### src/rtl/cpu_pkg.sv
// Shared CPU definitions: opcodes, next-PC select encodings and fetch FSM states.
package cpu_pkg;

    // Opcodes as presented on Instruction_ctrlIn (ir[31:26])
    localparam logic [5:0] OP_NOOP = 6'b000000;
    localparam logic [5:0] OP_JUMP = 6'b000001;
    localparam logic [5:0] OP_MOV  = 6'b010000;
    localparam logic [5:0] OP_BEQ  = 6'b100000;
    localparam logic [5:0] OP_BNE  = 6'b100001;
    localparam logic [5:0] OP_SWI  = 6'b111100;

    // Next-PC source select driven by the Controller
    typedef enum logic [1:0] {
        PCSRC_ALU    = 2'd0,
        PCSRC_ALUOUT = 2'd1,
        PCSRC_JUMP   = 2'd2,
        PCSRC_HOLD   = 2'd3
    } pcSrcT;

    // Fetch handshake states
    typedef enum logic {
        FETCH_IDLE = 1'b0,
        FETCH_WAIT = 1'b1
    } fetchStateT;

endpackage

### src/rtl/instr_fetch_unit_next_pc_mux.sv
// Next-PC selection: ALU result, ALUOut, jump target or hold current PC.
module next_pc_mux
    import cpu_pkg::*;
(
    input  pcSrcT       pcSrc,
    input  logic [31:0] pc,
    input  logic [25:0] jumpIndex,
    input  logic [31:0] aluResult,
    input  logic [31:0] aluOut,
    output logic [31:0] nextPc
);

    // Select the candidate PC; the jump target keeps the current PC region bits
    always_comb begin
        nextPc = pc;
        unique case (pcSrc)
            PCSRC_ALU:    nextPc = aluResult;
            PCSRC_ALUOUT: nextPc = aluOut;
            PCSRC_JUMP:   nextPc = {pc[31:28], jumpIndex, 2'b00};
            PCSRC_HOLD:   nextPc = pc;
            default:      nextPc = pc;
        endcase
    end

endmodule

### src/rtl/instr_fetch_unit.sv
// Instruction fetch unit: PC and IR registers driven by Controller strobes,
// with a single-outstanding memory handshake that stalls slow fetches.
// Optional FETCH_ALIGN_CHECK_EN adds a sticky misalign_err output.
module instr_fetch_unit #(
    parameter logic [31:0] PC_RESET = 32'h0000_0000,
    parameter int unsigned PC_STEP  = 4
) (
    input  logic        clock,
    input  logic        reset,
    input  logic        PCWrite_ctrl,
    input  logic        PCWriteCond_ctrl,
    input  logic        BEQ_ctrl,
    input  logic [1:0]  PCSrc_ctrl,
    input  logic        IRWrite_ctrl,
    input  logic [31:0] alu_result,
    input  logic [31:0] alu_out,
    input  logic        alu_zero,
    input  logic [31:0] mem_rdata,
    input  logic        mem_ready,
    output logic [31:0] pc,
    output logic [31:0] ir,
    output logic [5:0]  Instruction_ctrlIn,
    output logic        fetch_stall,
    output logic        mem_req
`ifdef FETCH_ALIGN_CHECK_EN
    ,
    output logic        misalign_err
`endif
);
    import cpu_pkg::*;

    fetchStateT  state;
    logic [31:0] pcReg;
    logic [31:0] irReg;
    logic [31:0] nextPc;
    logic [31:0] pendPc;
    logic        pendLoad;
    logic        branchTaken;
    logic        loadEn;

    assign branchTaken = PCWriteCond_ctrl & (BEQ_ctrl ? alu_zero : ~alu_zero);
    assign loadEn      = PCWrite_ctrl | branchTaken;

    next_pc_mux uNextPcMux (
        .pcSrc     (pcSrcT'(PCSrc_ctrl)),
        .pc        (pcReg),
        .jumpIndex (irReg[25:0]),
        .aluResult (alu_result),
        .aluOut    (alu_out),
        .nextPc    (nextPc)
    );

    // Fetch FSM with PC/IR updates; a stalled fetch parks its PC load until data arrives
    always_ff @(posedge clock) begin
        if (!reset) begin
            state    <= FETCH_IDLE;
            pcReg    <= PC_RESET;
            irReg    <= '0;
            pendPc   <= '0;
            pendLoad <= 1'b0;
        end else begin
            unique case (state)
                FETCH_IDLE: begin
                    if (IRWrite_ctrl && !mem_ready) begin
                        state    <= FETCH_WAIT;
                        pendLoad <= loadEn;
                        pendPc   <= nextPc;
                    end else begin
                        if (IRWrite_ctrl) irReg <= mem_rdata;
                        if (loadEn)       pcReg <= nextPc;
                    end
                end
                FETCH_WAIT: begin
                    if (mem_ready) begin
                        irReg    <= mem_rdata;
                        if (pendLoad) pcReg <= pendPc;
                        pendLoad <= 1'b0;
                        state    <= FETCH_IDLE;
                    end
                end
                default: state <= FETCH_IDLE;
            endcase
        end
    end

    assign pc                 = pcReg;
    assign ir                 = irReg;
    assign Instruction_ctrlIn = irReg[31:26];
    assign fetch_stall        = (state == FETCH_WAIT);
    assign mem_req            = (state == FETCH_WAIT) | IRWrite_ctrl;

`ifdef FETCH_ALIGN_CHECK_EN
    logic        commitEn;
    logic [31:0] commitVal;
    logic        misalignReg;

    // Identify the value a PC load commits on this edge, immediate or deferred
    always_comb begin
        commitEn  = 1'b0;
        commitVal = nextPc;
        if (state == FETCH_IDLE) begin
            commitEn  = loadEn & ~(IRWrite_ctrl & ~mem_ready);
            commitVal = nextPc;
        end else begin
            commitEn  = mem_ready & pendLoad;
            commitVal = pendPc;
        end
    end

    // Sticky misalignment flag, cleared only by reset
    always_ff @(posedge clock) begin
        if (!reset)
            misalignReg <= 1'b0;
        else if (commitEn && (commitVal[1:0] != 2'b00))
            misalignReg <= 1'b1;
    end

    assign misalign_err = misalignReg;
`endif

endmodule
### config.mk
export PLATFORM = sky130hd
export DESIGN_NAME = instr_fetch_unit
export DESIGN_NICKNAME = d
export VERILOG_FILES = /design/src/rtl/cpu_pkg.sv /design/src/rtl/instr_fetch_unit_next_pc_mux.sv /design/src/rtl/instr_fetch_unit.sv
export SDC_FILE = /design/constraint.sdc
export NUM_CORES = 1
export LEC_CHECK = 0
export CAP_MARGIN = 20
export CORE_MARGIN = 3
export CORE_UTILIZATION = 44
export CTS_CLUSTER_SIZE = 10
export DETAILED_ROUTE_END_ITERATION = 10
export PLACE_DENSITY = 0.77
export SLEW_MARGIN = 20
export SYNTH_ARGS = -nofsm -noshare
export SYNTH_HDL_FRONTEND = slang
export SYNTH_SLANG_ARGS = --single-unit
### constraint.sdc
create_clock -name clock -period 2.69 [get_ports clock]
set_clock_uncertainty 0.2 [all_clocks]
set_input_delay 0.807 -clock clock [delete_from_list [all_inputs] [get_ports clock]]
set_output_delay 0.807 -clock clock [all_outputs]
set_load 0.01 [all_outputs]
Word-level counts from Yosys, hierarchy flattened
Cells that the tools add are included.
{"block": "totals", "mem_count": 0, "inputBits": 106, "mem_bits_rw": 0, "elab_cells": 43, "register_bits": 98, "rom_bits": 0, "latchBits": 0}
{"block": "classes", "addsub": 0, "eq_ne": 9, "n_div": 0, "multipliers": 0, "n_reduce_logical": 7, "order_cmp": 0, "n_mux": 17, "shift": 0, "bitwise_logic": 5}
{"cell": "32-bit 2-to-1 mux", "count": 7}
{"cell": "32-bit one-hot mux with 2 select lines", "count": 2}
{"cell": "32-bit one-hot mux with 4 select lines", "count": 1}
{"cell": "2-bit != test, second input constant", "count": 5}
{"cell": "1-bit 2-to-1 mux", "count": 5}
{"cell": "2-bit equality test, second input constant", "count": 2}
{"cell": "1-bit one-hot mux with 2 select lines", "count": 2}
{"cell": "2-bit AND reduction", "count": 2}
{"cell": "4-bit AND reduction", "count": 1}
{"cell": "3-bit AND reduction", "count": 1}
{"cell": "2-bit by 1-bit equality test with 1-bit output, second input constant", "count": 1}
{"cell": "2-bit zero test", "count": 1}
{"cell": "2-bit by 1-bit != test with 1-bit output, second input constant", "count": 1}
{"cell": "1-bit inverter", "count": 2}
{"cell": "1-bit bitwise OR", "count": 2}
{"cell": "1-bit AND", "count": 1}
{"cell": "1-bit logical AND", "count": 1}
{"cell": "1-bit zero test", "count": 1}

Logic depth before layout (Yosys ltp)
{"block": "logic_depth", "ltp_word": 7, "ltp_mapped": 6}

Modules after synthesis
From an unflattened synthesis, not the netlist that was laid out.
{"block": "hier_totals", "cells_unflattened": 499, "area_unflattened_um2": 4855.9}
{"module": "instr_fetch_unit", "area_each_um2": 4065.1, "cells_per_inst": 448, "n_inst": 1}
{"module": "next_pc_mux", "area_each_um2": 790.8, "cells_per_inst": 51, "n_inst": 1}

Worst setup path before layout
Ideal clock, no wire load.
{"block": "synth_path", "path_kind": "in2reg", "from": "input PCSrc_ctrl[0]", "to": "register pcReg[18] (netlist: pc[18])", "path_stages": 5, "slack_ns": 0.497, "setup_time_ns": 0.124, "path_buffers": 2, "arrival_time_ns": 1.870, "path_cell_list": "buf_6 -> buf_4 -> mux4_2 -> mux2i_1 -> a21oi_1"}
{"block": "synth_via", "elab_chain_cells": 5, "word_cells_on_any_way": 8, "cone_classes": "eq/ne (3); mux (4); reduce/logical (1)"}
{"element": "start: declaration", "line_no": "instr_fetch_unit.sv:13", "rtl": "input logic [1:0] PCSrc_ctrl,"}
{"element": "2-bit equality test, or another cell as far along", "line_no": "instr_fetch_unit_next_pc_mux.sv:16", "rtl": "unique case (pcSrc)"}
{"element": "32-bit one-hot mux with 4 select lines (*)", "line_no": "instr_fetch_unit_next_pc_mux.sv:16"}
{"element": "32-bit 2-to-1 mux (*)", "line_no": "instr_fetch_unit.sv:70", "rtl": "if (loadEn) pcReg <= nextPc;"}
{"element": "32-bit 2-to-1 mux (*)", "line_no": "instr_fetch_unit.sv:64", "rtl": "if (IRWrite_ctrl && !mem_ready) begin"}
{"element": "32-bit one-hot mux with 2 select lines (*)", "line_no": "instr_fetch_unit.sv:62", "rtl": "unique case (state)"}
{"element": "end signal: assignment", "line_no": "instr_fetch_unit.sv:70"}
{"element": "end signal: assignment", "line_no": "instr_fetch_unit.sv:76", "rtl": "if (pendLoad) pcReg <= pendPc;"}
{"element": "end: declaration", "line_no": "instr_fetch_unit.sv:33", "rtl": "logic [31:0] pcReg;"}
Every way passes the cells marked *; elsewhere a longest branch is shown, timed or not. The select of a mux whose other input is x is not followed.
A chain may end at the register's enable or synchronous reset.

Final worst setup path
{"block": "layout_path", "from": "input IRWrite_ctrl", "to": "output mem_req"}
{"block": "layout_via", "elab_chain_cells": 1}
{"element": "start: declaration", "line_no": "instr_fetch_unit.sv:14", "rtl": "input logic IRWrite_ctrl,"}
{"element": "1-bit bitwise OR", "line_no": "instr_fetch_unit.sv:90", "rtl": "assign mem_req = (state == FETCH_WAIT) | IRWrite_ctrl;"}
{"element": "end: declaration", "line_no": "instr_fetch_unit.sv:24", "rtl": "output logic mem_req"}
Every way passes these cells.

==> metrics.cfg <==
[power]
power_w=0.003462
max-vdd-ir-drop_mv=0.3272
power.leakage_nw=2.422
power.density_mw_per_mm2=512.6

[synthesis]
synthesis.nets=614
synth.avg_cell_area_um2=9.135
yosysSeqAreaShare_pct=42.28
ys_async_sr_fraction_pct=0
synthDistinctLibCells=34
synth_area_leaders=dfxtp_1, mux4_2, nand2_1
ys.flop_type=dfxtp_1
ys_ff_latch=98
synth_top_area_share_pct=42.28
yosysWarnings=0
synth_edf_count=0
synth_area_mm2=0.004641
synth_area_leader_cell=dfxtp_1
netlist_instances=508

[timing]
relSlewSlack_pct=43.83
period_needed_ps=2651
hold_viol=0
finalMaxSlewViolations=0
tns_ps=0
layout_worst_path_cycle_share_pct=98.54
rsz0062_at_grt=false
setup_slack_ps=39.35
setup_violations=0
worst_slew_pin_slew_ps=842.6
whs_ps=262.1
fmax_ghz=0.3773

[clock_network]
clk_pin_slew_ps=90
htreeDepth=3
clock_latency_ps=360
ctsLongestPathBuffers=2
clock_sinks=98
cts_hold_buf=0
tritoncts=done
numCtsBuffers=9
cts_root_buffer=clkbuf_8

[setup_path]
rr_worst_depth=6
cp_slowest_cell=clkdlybuf4s50_1
crit_start=IRWrite_ctrl
critPathKind=in2out
crit_fanout=2
critPathCaptureType=output pin
reg2reg_slack_ps=560
crit_chain=clkdlybuf4s50_1 > or2_2 > buf_2
critPathBufInv=2
r2r-end=pc[5]$_SDFFE_PN0P_
start_kind=input pin
arrival_ps=1640
crit_family=buffers and inverters
worst-path-stages=3
critPathCapture=mem_req
critical_path_required_ps=1680
max_stage_delay_ps=410
r2r_start=fetch_stall$_SDFF_PN0_

[routing]
via_count=4366
wire_per_inst_um=17.45
drt_pass1_iterations=4
drt_first_iter_violations=287
antenna_left=0
finalWirelength_um=14010
vias_per_cell=5.437
drc=0

[placement]
port_buffers=177
dp.cells=787
place_hpwl_um=9927
routabilityCongestion=0.8092
pre_cts_ws_ps=-308.7

[grt]
overflow=0
antenna_found_initial=0
grt_max_degree=42
grt_pass1_wl_um=22580
grt_usage_pct=24.09
grt_pass1_vias=4524

[floorplanning]
core-area_mm2=0.01000
start_util_pct=46.41
die-width_um=108.7
dieArea_mm2=0.01182
boundaryPins=178
die_h_um=108.7
num_rows=36

[finish]
instances_no_fill=803
antennaDiodeCount=0
drive_gt1_share_pct=11.34
fillers=800
syn2layout_area_growth_pct=45.54
fin_nets=771

[run_status]
status=complete, no violations

[min_path]
hold_path.class=reg2reg

[job]
maxCapViolCount=0

==> metrics by stage <==
stage	utilization, %	instance area, µm²
floorplan	-	4641
global placement	65.45	6545
detailed placement	65.45	6545
CTS	67.54	6754
global route	67.54	6754
finish	67.54	6754
==> area by class of cell <==
class	instances	area [µm²]	area share, %
Clock inverter	5	62.56	0.9263
Multi-Input combinational cell	356	2422	35.87
Clock buffer	11	151.4	2.242
Tap cell	133	166.4	2.464
Timing Repair Buffer	199	1984	29.38
Sequential cell	98	1963	29.07
Inverter	1	3.754	0.05558
==> flip-flops by register name (all words and copies together) (netlist names) <==
signal,cells
fetch_stall,1
ir,32
pc,32
pendPc,32
pendLoad,1
==> repair_timing <==
action / CTS / global route
hold endpoints to repair: 0 / 0
buffers inserted: 0 / 0
endpoints found under the setup margin: 1 / 0
resized for setup: 4 / 0
==> where the power goes <==
| group | switching (W) | internal, W |
|---|---|---|
| sequential | 0.0000753 | 0.00155 |
| clock | 0.000523 | 0.000484 |
| combinational | 0.000359 | 0.000471 |
==> metal layers <==
metal / GRT usage, % / share of wire, %
met5: 0 / 0
met4: 9.648 / 1.8
met3: 5.210 / 7.7
met2: 41.62 / 52
met1: 29.18 / 39
==> cells by family (layout without fill, tap and decap cells) <==
logic type / count (synthesis) / count (layout) / synth area share (%)
AO/OA/AOI/OAI: 137 / 137 / 16.90
XOR/XNOR: 1 / 1 / 0.1888
buffers and inverters: 54 / 216 / 6.066
flip-flops: 98 / 98 / 42.28
multiplexers: 62 / 62 / 20.54
AND/OR/NAND/NOR: 156 / 156 / 14.02
==> layout by cell type (no fill, tap or decap) <==
cell type and n:
nor2_1 3, nor2b_2 2, mux2i_1 36, clkinv_4 2, nand2_1 133, o31ai_1 30
a21o_1 1, nor3_1 2, o21ai_0 4, buf_2 3, mux4_1 2, or2_2 1
mux4_2 24, nand3_1 2, o211ai_1 2, clkdlybuf4s50_1 174, or2_1 1, a21oi_2 2
dfxtp_1 97, or4b_1 2, o21ai_1 2, clkinvlp_4 2, dfxtp_2 1, xnor2_1 1
o21ai_4 1, nor3b_1 1, a211oi_1 2, buf_12 5, nand2b_1 3, nor4bb_4 1
and2_1 1, buf_4 17, bufinv_16 1, or3b_2 2, a21oi_1 93, nor2b_1 2
inv_2 1, clkbuf_8 11
==> worst register-to-register path: cells and delay by family, from the launching register on <==
| kind | cells | cell delay [ps] |
|---|---|---|
| AOI/OAI and AO/OA | 3 | 410 |
| buffers and inverters | 2 | 850 |
| and+or+nand+nor | 1 | 260 |
| DFF | 1 | 340 |
==> cell usage after synthesis (2+ instances only) <==
cell,instances
o31ai_1,30
buf_2,24
a21oi_2,2
nand2_1,133
buf_4,8
nor2b_1,3
or4b_1,2
o211ai_1,2
nand3_1,2
mux4_1,2
a211oi_1,2
a21oi_1,93
o21ai_1,2
mux2i_1,36
o21ai_0,4
clkbuf_1,19
or3b_2,2
dfxtp_1,98
nor2_1,3
nor3_1,2
mux4_2,24
nand2b_1,3
==> worst min path at each step <==
stage,startpoint,to,slack (ps),depth (start not counted)
after floorplan,pendPc[10]$_SDFFE_PN0P_,pendPc[10]$_SDFFE_PN0P_,240,2
after global routing,pendPc[22]$_SDFFE_PN0P_,pendPc[22]$_SDFFE_PN0P_,280,2
after global placement,pendPc[20]$_SDFFE_PN0P_,pendPc[20]$_SDFFE_PN0P_,240,2
after detailed placement,pendPc[21]$_SDFFE_PN0P_,pendPc[21]$_SDFFE_PN0P_,250,2
after CTS,pendPc[21]$_SDFFE_PN0P_,pendPc[21]$_SDFFE_PN0P_,260,2
final,pendPc[23]$_SDFFE_PN0P_,pendPc[23]$_SDFFE_PN0P_,260,2
Note: power is estimated with default switching activity, not from simulation.
